### src/rtl/rr_mux41_if.sv
// Stream bundle for the 4:1 round-robin mux: four producer channels in, one tagged word out.
// master = producers/consumer side, slave = the mux itself.
interface rr_mux41_if #(
  parameter int unsigned WIDTH = 8
);
  logic [3:0]         in_valid;
  logic [4*WIDTH-1:0] in_data;
  logic [3:0]         in_ready;
  logic               out_valid;
  logic [WIDTH-1:0]   out_data;
  logic [1:0]         out_sel;
  logic               out_ready;

  modport master (
    output in_valid,
    output in_data,
    input  in_ready,
    input  out_valid,
    input  out_data,
    input  out_sel,
    output out_ready
  );

  modport slave (
    input  in_valid,
    input  in_data,
    output in_ready,
    output out_valid,
    output out_data,
    output out_sel,
    input  out_ready
  );
endinterface

### src/rtl/rr_mux41.sv
// Four-channel arbitrating mux with a registered, source-tagged output stage.
// RR_MUX41_ROUNDROBIN_EN selects round-robin; otherwise fixed priority (channel 0 highest).
module rr_mux41 #(
  parameter int unsigned WIDTH = 8
) (
  input logic       clk,
  input logic       rst,
  rr_mux41_if.slave bus
);

  logic             load;
  logic             grant_valid;
  logic [1:0]       grant;
  logic             xfer;
  logic [1:0]       search_base;
  logic [WIDTH-1:0] grant_data;
  logic [3:0]       in_ready;

  logic             out_valid_q, out_valid_d;
  logic [WIDTH-1:0] out_data_q, out_data_d;
  logic [1:0]       out_sel_q, out_sel_d;

  assign load = ~out_valid_q | bus.out_ready;
  assign xfer = load & grant_valid;

`ifdef RR_MUX41_ROUNDROBIN_EN
  logic [1:0] ptr_q, ptr_d;

  always_comb begin
    ptr_d = ptr_q;
    if (xfer) begin
      ptr_d = grant + 2'd1;
    end
  end

  always_ff @(posedge clk or posedge rst) begin
    if (rst) begin
      ptr_q <= 2'd0;
    end else begin
      ptr_q <= ptr_d;
    end
  end

  assign search_base = ptr_q;
`else
  assign search_base = 2'd0;
`endif

  // First valid channel at or above search_base, wrapping modulo 4.
  always_comb begin : arb
    logic [1:0] idx;
    idx         = 2'd0;
    grant_valid = 1'b0;
    grant       = 2'd0;
    for (int i = 0; i < 4; i++) begin
      idx = search_base + 2'(i);
      if (!grant_valid && bus.in_valid[idx]) begin
        grant_valid = 1'b1;
        grant       = idx;
      end
    end
  end

  always_comb begin
    grant_data = '0;
    unique case (grant)
      2'd0: grant_data = bus.in_data[0*WIDTH +: WIDTH];
      2'd1: grant_data = bus.in_data[1*WIDTH +: WIDTH];
      2'd2: grant_data = bus.in_data[2*WIDTH +: WIDTH];
      2'd3: grant_data = bus.in_data[3*WIDTH +: WIDTH];
      default: grant_data = '0;
    endcase
  end

  always_comb begin
    in_ready = 4'b0000;
    if (xfer) begin
      in_ready[grant] = 1'b1;
    end
  end

  // Drain without refill clears valid but keeps data/sel as last emitted.
  always_comb begin
    out_valid_d = out_valid_q;
    out_data_d  = out_data_q;
    out_sel_d   = out_sel_q;
    if (xfer) begin
      out_valid_d = 1'b1;
      out_data_d  = grant_data;
      out_sel_d   = grant;
    end else if (out_valid_q && bus.out_ready) begin
      out_valid_d = 1'b0;
    end
  end

  always_ff @(posedge clk or posedge rst) begin
    if (rst) begin
      out_valid_q <= 1'b0;
      out_data_q  <= '0;
      out_sel_q   <= 2'd0;
    end else begin
      out_valid_q <= out_valid_d;
      out_data_q  <= out_data_d;
      out_sel_q   <= out_sel_d;
    end
  end

  assign bus.in_ready  = in_ready;
  assign bus.out_valid = out_valid_q;
  assign bus.out_data  = out_data_q;
  assign bus.out_sel   = out_sel_q;

  a_ready_onehot : assert property (@(posedge clk) disable iff (rst) $onehot0(bus.in_ready));
  a_ready_valid  : assert property (@(posedge clk) disable iff (rst)
                                    (bus.in_ready & ~bus.in_valid) == 4'b0000);
  a_hold_stall   : assert property (@(posedge clk) disable iff (rst)
                                    (bus.out_valid && !bus.out_ready) |-> bus.in_ready == 4'b0000);

endmodule
### src/flat_wrapper.sv
// flat-port wrapper written by rule: the top's interface ports become plain ports
module rr_mux41_flat 
#(
  parameter int unsigned WIDTH = 8
)
  (clk, rst, bus_in_valid, bus_in_data, bus_in_ready, bus_out_valid, bus_out_data, bus_out_sel, bus_out_ready);
  rr_mux41_if #(.WIDTH(WIDTH)) bus_i ();
  input logic clk;
  input logic rst;
  input wire logic [$bits(bus_i.in_valid)-1:0] bus_in_valid;
  input wire logic [$bits(bus_i.in_data)-1:0] bus_in_data;
  output wire logic [$bits(bus_i.in_ready)-1:0] bus_in_ready;
  output wire logic [$bits(bus_i.out_valid)-1:0] bus_out_valid;
  output wire logic [$bits(bus_i.out_data)-1:0] bus_out_data;
  output wire logic [$bits(bus_i.out_sel)-1:0] bus_out_sel;
  input wire logic [$bits(bus_i.out_ready)-1:0] bus_out_ready;
  assign bus_i.in_valid = bus_in_valid;
  assign bus_i.in_data = bus_in_data;
  assign bus_in_ready = bus_i.in_ready;
  assign bus_out_valid = bus_i.out_valid;
  assign bus_out_data = bus_i.out_data;
  assign bus_out_sel = bus_i.out_sel;
  assign bus_i.out_ready = bus_out_ready;
  rr_mux41 #(.WIDTH(WIDTH)) u_core (.clk(clk), .rst(rst), .bus(bus_i));
endmodule
### config.mk
export PLATFORM = sky130hd
export DESIGN_NAME = rr_mux41_flat
export DESIGN_NICKNAME = d
export VERILOG_FILES = /design/src/rtl/rr_mux41_if.sv /design/src/rtl/rr_mux41.sv /design/src/flat_wrapper.sv
export SDC_FILE = /design/constraint.sdc
export NUM_CORES = 1
export LEC_CHECK = 0
export CAP_MARGIN = 25
export CORE_MARGIN = 2
export CORE_UTILIZATION = 30
export CTS_CLUSTER_SIZE = 14
export DETAILED_ROUTE_END_ITERATION = 8
export PLACE_DENSITY = 0.85
export SETUP_SLACK_MARGIN = 0.05
export SKIP_LAST_GASP = 1
export SLEW_MARGIN = 20
export SYNTH_ARGS = -nofsm -noshare
export SYNTH_HDL_FRONTEND = slang
export SYNTH_SLANG_ARGS = --single-unit
export TNS_END_PERCENT = 30
### constraint.sdc
create_clock -name clk -period 1.2 [get_ports clk]
set_input_delay 0.24 -clock clk [delete_from_list [all_inputs] [get_ports clk]]
set_output_delay 0.24 -clock clk [all_outputs]
set_load 0.005 [all_outputs]
# After elaboration in Yosys (flattened, before gate mapping)
# Cells that the tools add are included.
[totals] out_inout_bits=15 wordCells=34 mem_count=0 in_bits=39 romBits=0 latch_bits=0 ff_bits=11 ramBits=0
[op_classes] n_eq_ne=3 div=0 add_sub_neg=0 multipliers=0 n_reduce_logical=10 mux=13 n_bitwise=3 shift=0 order_cmp=2
[op_table] cell="one-hot mux 8 bit (4 select lines)" n=1
[op_table] cell="two-way mux 1 bit" n=8
[op_table] cell="logical AND 1 bit" n=5
[op_table] cell="equality test 2 bit, second input constant" n=2
[op_table] cell="two-way mux 2 bit" n=2
[op_table] cell="two-way mux 4 bit" n=1
[op_table] cell="zero test 1 bit" n=3
[op_table] cell="< comparator 2 x 3 -> 1 bit, second input constant" n=1
[op_table] cell="demux 1 bit (select 2 bit)" n=1
[op_table] cell="equality test 2 x 1 -> 1 bit, second input constant" n=1
[op_table] cell="greater-or-equal comparator 2 x 1 -> 1 bit, second input constant" n=1
[op_table] cell="zero test 2 bit" n=1
[op_table] cell="nonzero test 2 bit" n=1
[op_table] cell="AND 1 bit" n=1
[op_table] cell="inverter 1 bit" n=1
[op_table] cell="bitwise OR 1 bit" n=1

# Logic depth before layout (Yosys ltp)
# Gate-level depths: netlist of run 1.
[depth] ltp_word=15 depth_mapped=5 mapped_depth_nobuf=4

# Worst setup path after synthesis of run 1
# No wires, ideal clock.
[synth_timing] kind="in2reg" start="input bus_in_valid[1]" end="register u_core.out_data_q[5] (netlist: u_core.bus.out_data[5])" t_arrival_ps=1107 slack_ps=-38 path_buffers=1 setup_time_ps=130 required_ps=1070 stages=5 path_cell_list="buf_6 -> or3_4 -> o21a_1 -> o22ai_1 -> a31oi_1"
[synth_between] elab_chain_len=10 elab_cells_between_ends=17 cone_classes="eq/ne (3); mux (7); bitwise (1); reduce/logical (6)"
[synth_lines] item="from (decl)" line_no="flat_wrapper.sv:10" source="input wire logic [$bits(bus_i.in_valid)-1:0] bus_in_valid;"
[synth_lines] item="logical AND 1 bit *" line_no="rr_mux41.sv:57" source="if (!grant_valid && bus.in_valid[idx]) begin"
[synth_lines] item="two-way mux 1 bit" line_no="rr_mux41.sv:57"
[synth_lines] item="zero test 1 bit" line_no="rr_mux41.sv:57"
[synth_lines] item="logical AND 1 bit" line_no="rr_mux41.sv:57"
[synth_lines] item="two-way mux 1 bit" line_no="rr_mux41.sv:57"
[synth_lines] item="zero test 1 bit" line_no="rr_mux41.sv:57"
[synth_lines] item="logical AND 1 bit" line_no="rr_mux41.sv:57"
[synth_lines] item="two-way mux 2 bit" line_no="rr_mux41.sv:57"
[synth_lines] item="equality test 2 bit (tied with other cells)" line_no="rr_mux41.sv:66" source="unique case (grant)"
[synth_lines] item="one-hot mux 8 bit (4 select lines)" line_no="rr_mux41.sv:66"
[synth_lines] item="to (signal assigned)" line_no="rr_mux41.sv:103" source="out_data_q <= out_data_d;"
[synth_lines] item="to (decl)" line_no="rr_mux41.sv:20" source="logic [WIDTH-1:0] out_data_q, out_data_d;"
# Mark *: on every way between the ends. The rest lies on a longest branch, timed or not.
# A chain may end at the register's enable or synchronous reset.

# Final worst setup path of run 1
[layout_timing] start="register u_core.out_valid_q (netlist: u_core.bus.out_valid)" end="output bus_in_ready[2]"
[layout_between] elab_chain_len=4
[layout_lines] item="from (decl)" line_no="rr_mux41.sv:19" source="logic out_valid_q, out_valid_d;"
[layout_lines] item="from (signal assigned)" line_no="rr_mux41.sv:102" source="out_valid_q <= out_valid_d;"
[layout_lines] item="inverter 1 bit" line_no="rr_mux41.sv:23" source="assign load = ~out_valid_q | bus.out_ready;"
[layout_lines] item="bitwise OR 1 bit" line_no="rr_mux41.sv:23"
[layout_lines] item="AND 1 bit" line_no="rr_mux41.sv:24" source="assign xfer = load & grant_valid;"
[layout_lines] item="two-way mux 4 bit" line_no="rr_mux41.sv:77" source="if (xfer) begin"
[layout_lines] item="to (decl)" line_no="flat_wrapper.sv:12" source="output wire logic [$bits(bus_i.in_ready)-1:0] bus_in_ready;"
# No other way between the ends.

==> results of run 1 <==
==> state kept, by name, summed over array words and instances, names as in the netlist <==
register              count
u_core.bus.out_sel        2
u_core.bus.out_valid      1
u_core.bus.out_data       8
==> kinds of logic (layout without fill, tap and decap cells) <==
| logic type | Yosys count | count (layout) | share of synthesized area |
|---|---|---|---|
| simple gates | 34 | 34 | 0.250 |
| compound gates | 28 | 28 | 0.301 |
| flops | 11 | 11 | 0.367 |
| buf+inv | 9 | 90 | 0.0818 |
==> path summary, 6_finish.rpt <==
check                                                   startpoint                            endpoint  slack, ps
worst max-delay path              u_core.bus.out_valid$_DFFE_PP0P_                     bus_in_ready[2]       -260
worst min-delay path                                           rst   u_core.bus.out_sel[0]$_DFFE_PP0N_        260
worst max register to register    u_core.bus.out_valid$_DFFE_PP0P_  u_core.bus.out_data[3]$_DFFE_PP0N_       -150
worst min register to register  u_core.bus.out_data[4]$_DFFE_PP0N_  u_core.bus.out_data[4]$_DFFE_PP0N_        490
max in group asynchronous                                      rst  u_core.bus.out_data[2]$_DFFE_PP0N_        640
min in group clk                u_core.bus.out_data[4]$_DFFE_PP0N_  u_core.bus.out_data[4]$_DFFE_PP0N_        490
==> power breakdown <==
group	switching, mW	internal, mW
Sequential	0.0278	0.416
Combinational	0.181	0.334
Clock	0.124	0.129
==> cell usage in the layout (no fill, tap or decap), drive strengths merged <==
cell type / count
o21a: 5
dlymetal6s2s: 3
a22oi: 1
nor2b: 4
nor2: 5
clkbuf: 4
nand2: 7
dlygate4sd2: 3
or3: 2
dfrtp: 11
nand2b: 2
o31ai: 2
inv: 4
clkdlybuf4s50: 41
nand3b: 1
clkdlybuf4s15: 1
a221o: 3
buf: 34
o221ai: 2
or2: 1
a21oi: 1
a22o: 2
a31oi: 2
and2b: 2
a221oi: 3
o21ai: 4
o22ai: 2
nor3: 10
a2111oi: 1
==> routing by layer <==
layer / share of wire / vias up
met4: 0.035 / 0
met1: 0.39 / 454
met3: 0.054 / 8
met2: 0.52 / 41
met5: 0 / -
li1: - / 471
==> stage by stage <==
step,util,cells
floorplan,-,82
global placement,0.575,177
detailed placement,0.575,177
CTS,0.630,190
global route,0.652,193
finish,0.652,193
==> area by class of cell <==
type / instances / share of cell area
clock buffer: 4 / 0.0166
inverter: 4 / 0.00947
multi-input combinational: 62 / 0.297
sequential: 11 / 0.174
tap: 30 / 0.0237
timing repair buffer: 82 / 0.480
==> repair_timing <==
| action | 4_1_cts | 5_1_grt |
|---|---|---|
| setup buffers | 10 | 3 |
| gates resized for setup | 43 | 7 |
| setup endpoints to repair | 25 | 24 |
| pin swaps | 8 | 2 |
==> results, run 1 <==
- Yosys instantiated no cell more often than dfrtp_1.
- Using the TritonRoute via totals, the vias-per-cell ratio works out to 5.05.
- The mean cell area of the mapped netlist is 9.14 um2.
- For the worst flop-to-flop path, the logic depth is 7.
- The flow ran to the end, but the final reports show violations.
- By count the netlist is led by dfrtp_1, nor3_1, nand2_1.
- The worst stage delay on the critical path is 400 ps.
- The clock net in this run drives a total of 11 sinks.
- The master of the slowest instance on the critical path is dfrtp_1.
- The longest clock path from root to sink contains 2 buffers.
- In this run the power density over the cells is 765 nW/um2.
- The die footprint is 2910 um2.
- The top-level I/O count is 54.
- STA classifies the critical path startpoint as a flop.
- The met2 layer usage reported by global route is 0.382.
- Summed over all layers, the routed wires come to 2780 um.
- For this configuration, the core starts out at a cell density of 0.308.
- The count of maximum capacitance violations is 0.
- In this run, synthesis inferred 0 flip-flops with an integrated enable.
- The headroom to the max-slew limit is 0.722.
- Clock-pin slew was measured on the worst setup and hold paths at 70 ps.
- The cell area after placement is 1400 um2.
- The number of failing hold endpoints at the final stage is 0.
- The register cell area after layout is 275 um2.
- The number of setup violations in the final report is 23.
- The HPWL reported at the end of detailed placement is 1980 um.
- The overall global routing resource usage is 0.211.
- Data arrives at the worst endpoint at 1220 ps.
- The leakage power is 0.702 nW.
- From bottom edge to top edge, the die measures 54.0 um.
- The number of H-tree levels is 1.
- During synthesis, Yosys emitted a total of 0 warnings.
- TritonCTS built the clock tree.
- After floorplanning, the core was sized to cover 2430 um2.
- The global-route met3 utilization is 0.0139.
- The number of global-route vias before repair is 972.
- The maximum clock rate is 686 MHz.
- The count of unresolved DRC violations after routing is 0.
- In the global route stage, met1 resource usage came out at 0.234.
- The signal on the critical path passes through nand2b_4, buf_6, nand2_4, nor3_4, buf_2.
- In this run the worst hold path is classified as in -> async.
- The worst-case IR drop observed on VDD is 0.507 mV.
- The shortest period the worst path allows is 1460 ps.
- The number of buffers created by CTS is 3.
- The endpoint kind of the worst setup timing path is a primary output.
- Of the cells placed in the final design, the portion with a size suffix greater than 1 is 0.331.
- The number of stages on the worst setup path is 5.
- The number of antenna violations at the first check in global routing is 0.
- The filler cell count is 206.
- The tree is rooted in a clkbuf_4.
- The final net count is 203.
- Of all nets on the critical path, the largest fanout is 5.
- The area growth from synthesis to layout is 112%.
- The global-route wire length before repair is 4290 um.
- The critical path is of the reg -> out type.
- The cell family with the largest share of critical-path delay is flip-flops.
- In this run the cell area of the synthesized design comes to 749 um2.
- The instance count of the mapped netlist is 82.
- The synthesized design contains 11 register bits.
- The die is 54.0 um wide.
- The required time of the worst setup path is 960 ps.
- Setup repair after global routing could not meet its margin everywhere.
- Counting both buffers and inverters, the worst setup path holds a total of 2.
- The worst setup margin is -257 ps.
- The overall power of the completed layout is 1.21 mW.
- The area of combinational cells with multiple inputs is 470 um2.
- The synthesized design spends more area on one cell type than any other, namely dfrtp_1.
- For the final routed database, the setup TNS stands at -3280 ps.
- Timing analysis after detailed placement gives a worst setup slack of -729 ps.
- The number of pins with negative max-slew slack in the final report is 0.
- The antenna diode count is 0.
- The flip-flop cell with the highest count after synthesis is dfrtp_1.
- The final reports fail on setup timing.
- The layer with the highest usage is met2.
- The count of nets left with antenna violations once routing finished came out at 0.
- Of the available clock period, the critical path in the final layout requires 1.21.
- The first-pass iteration count of the detailed router is 4.
- The number of library cell types mapped by synthesis is 31.
- The maximum number of pins on one net before global-route repair is 12.
- After global routing the overflow that remains totals 0.
- The share of synthesized registers carrying an async set or reset is 1.00.
- The number of rows created at floorplan is 18.
- For this block, the via count after detailed routing is 974.
- The share of synthesized area in the top cell type comes to 0.367.
- The tightest hold path in the finished design has a slack of 258 ps.
- The number of nets handed over by synthesis was 121.
- The count of port buffers added during placement is 53.
- For the pin with the worst max-slew slack, the measured transition is 416 ps.
- After synthesis, the cell types taking the most area are dfrtp_1, nor3_1, o21a_1, buf_6, a221o_1.
- The number of violations reported at the end of detailed-routing iteration 0 is 23.
- The proportion of synthesized chip area in sequential cells is 0.367.
- The number of buffers inserted by hold repair at cts is 0.
- The finished cells cover 1590 um2.
- The source-to-sink clock delay at the later pin of the worst-skew pair is 270 ps.
- The global placement routability congestion is 0.808.
- Dividing the detail-routed wire length by the instance count gives 14.4 um.
- The setup clock skew after layout is 9.22 ps.
Note: power is estimated with default switching activity, not from simulation.
==> inputs of run 2 (changes only) <==
SLEW_MARGIN = not set   (was 20)
==> results of run 2 <==
Final layout, timing and power as in run 1 (identical DEF).
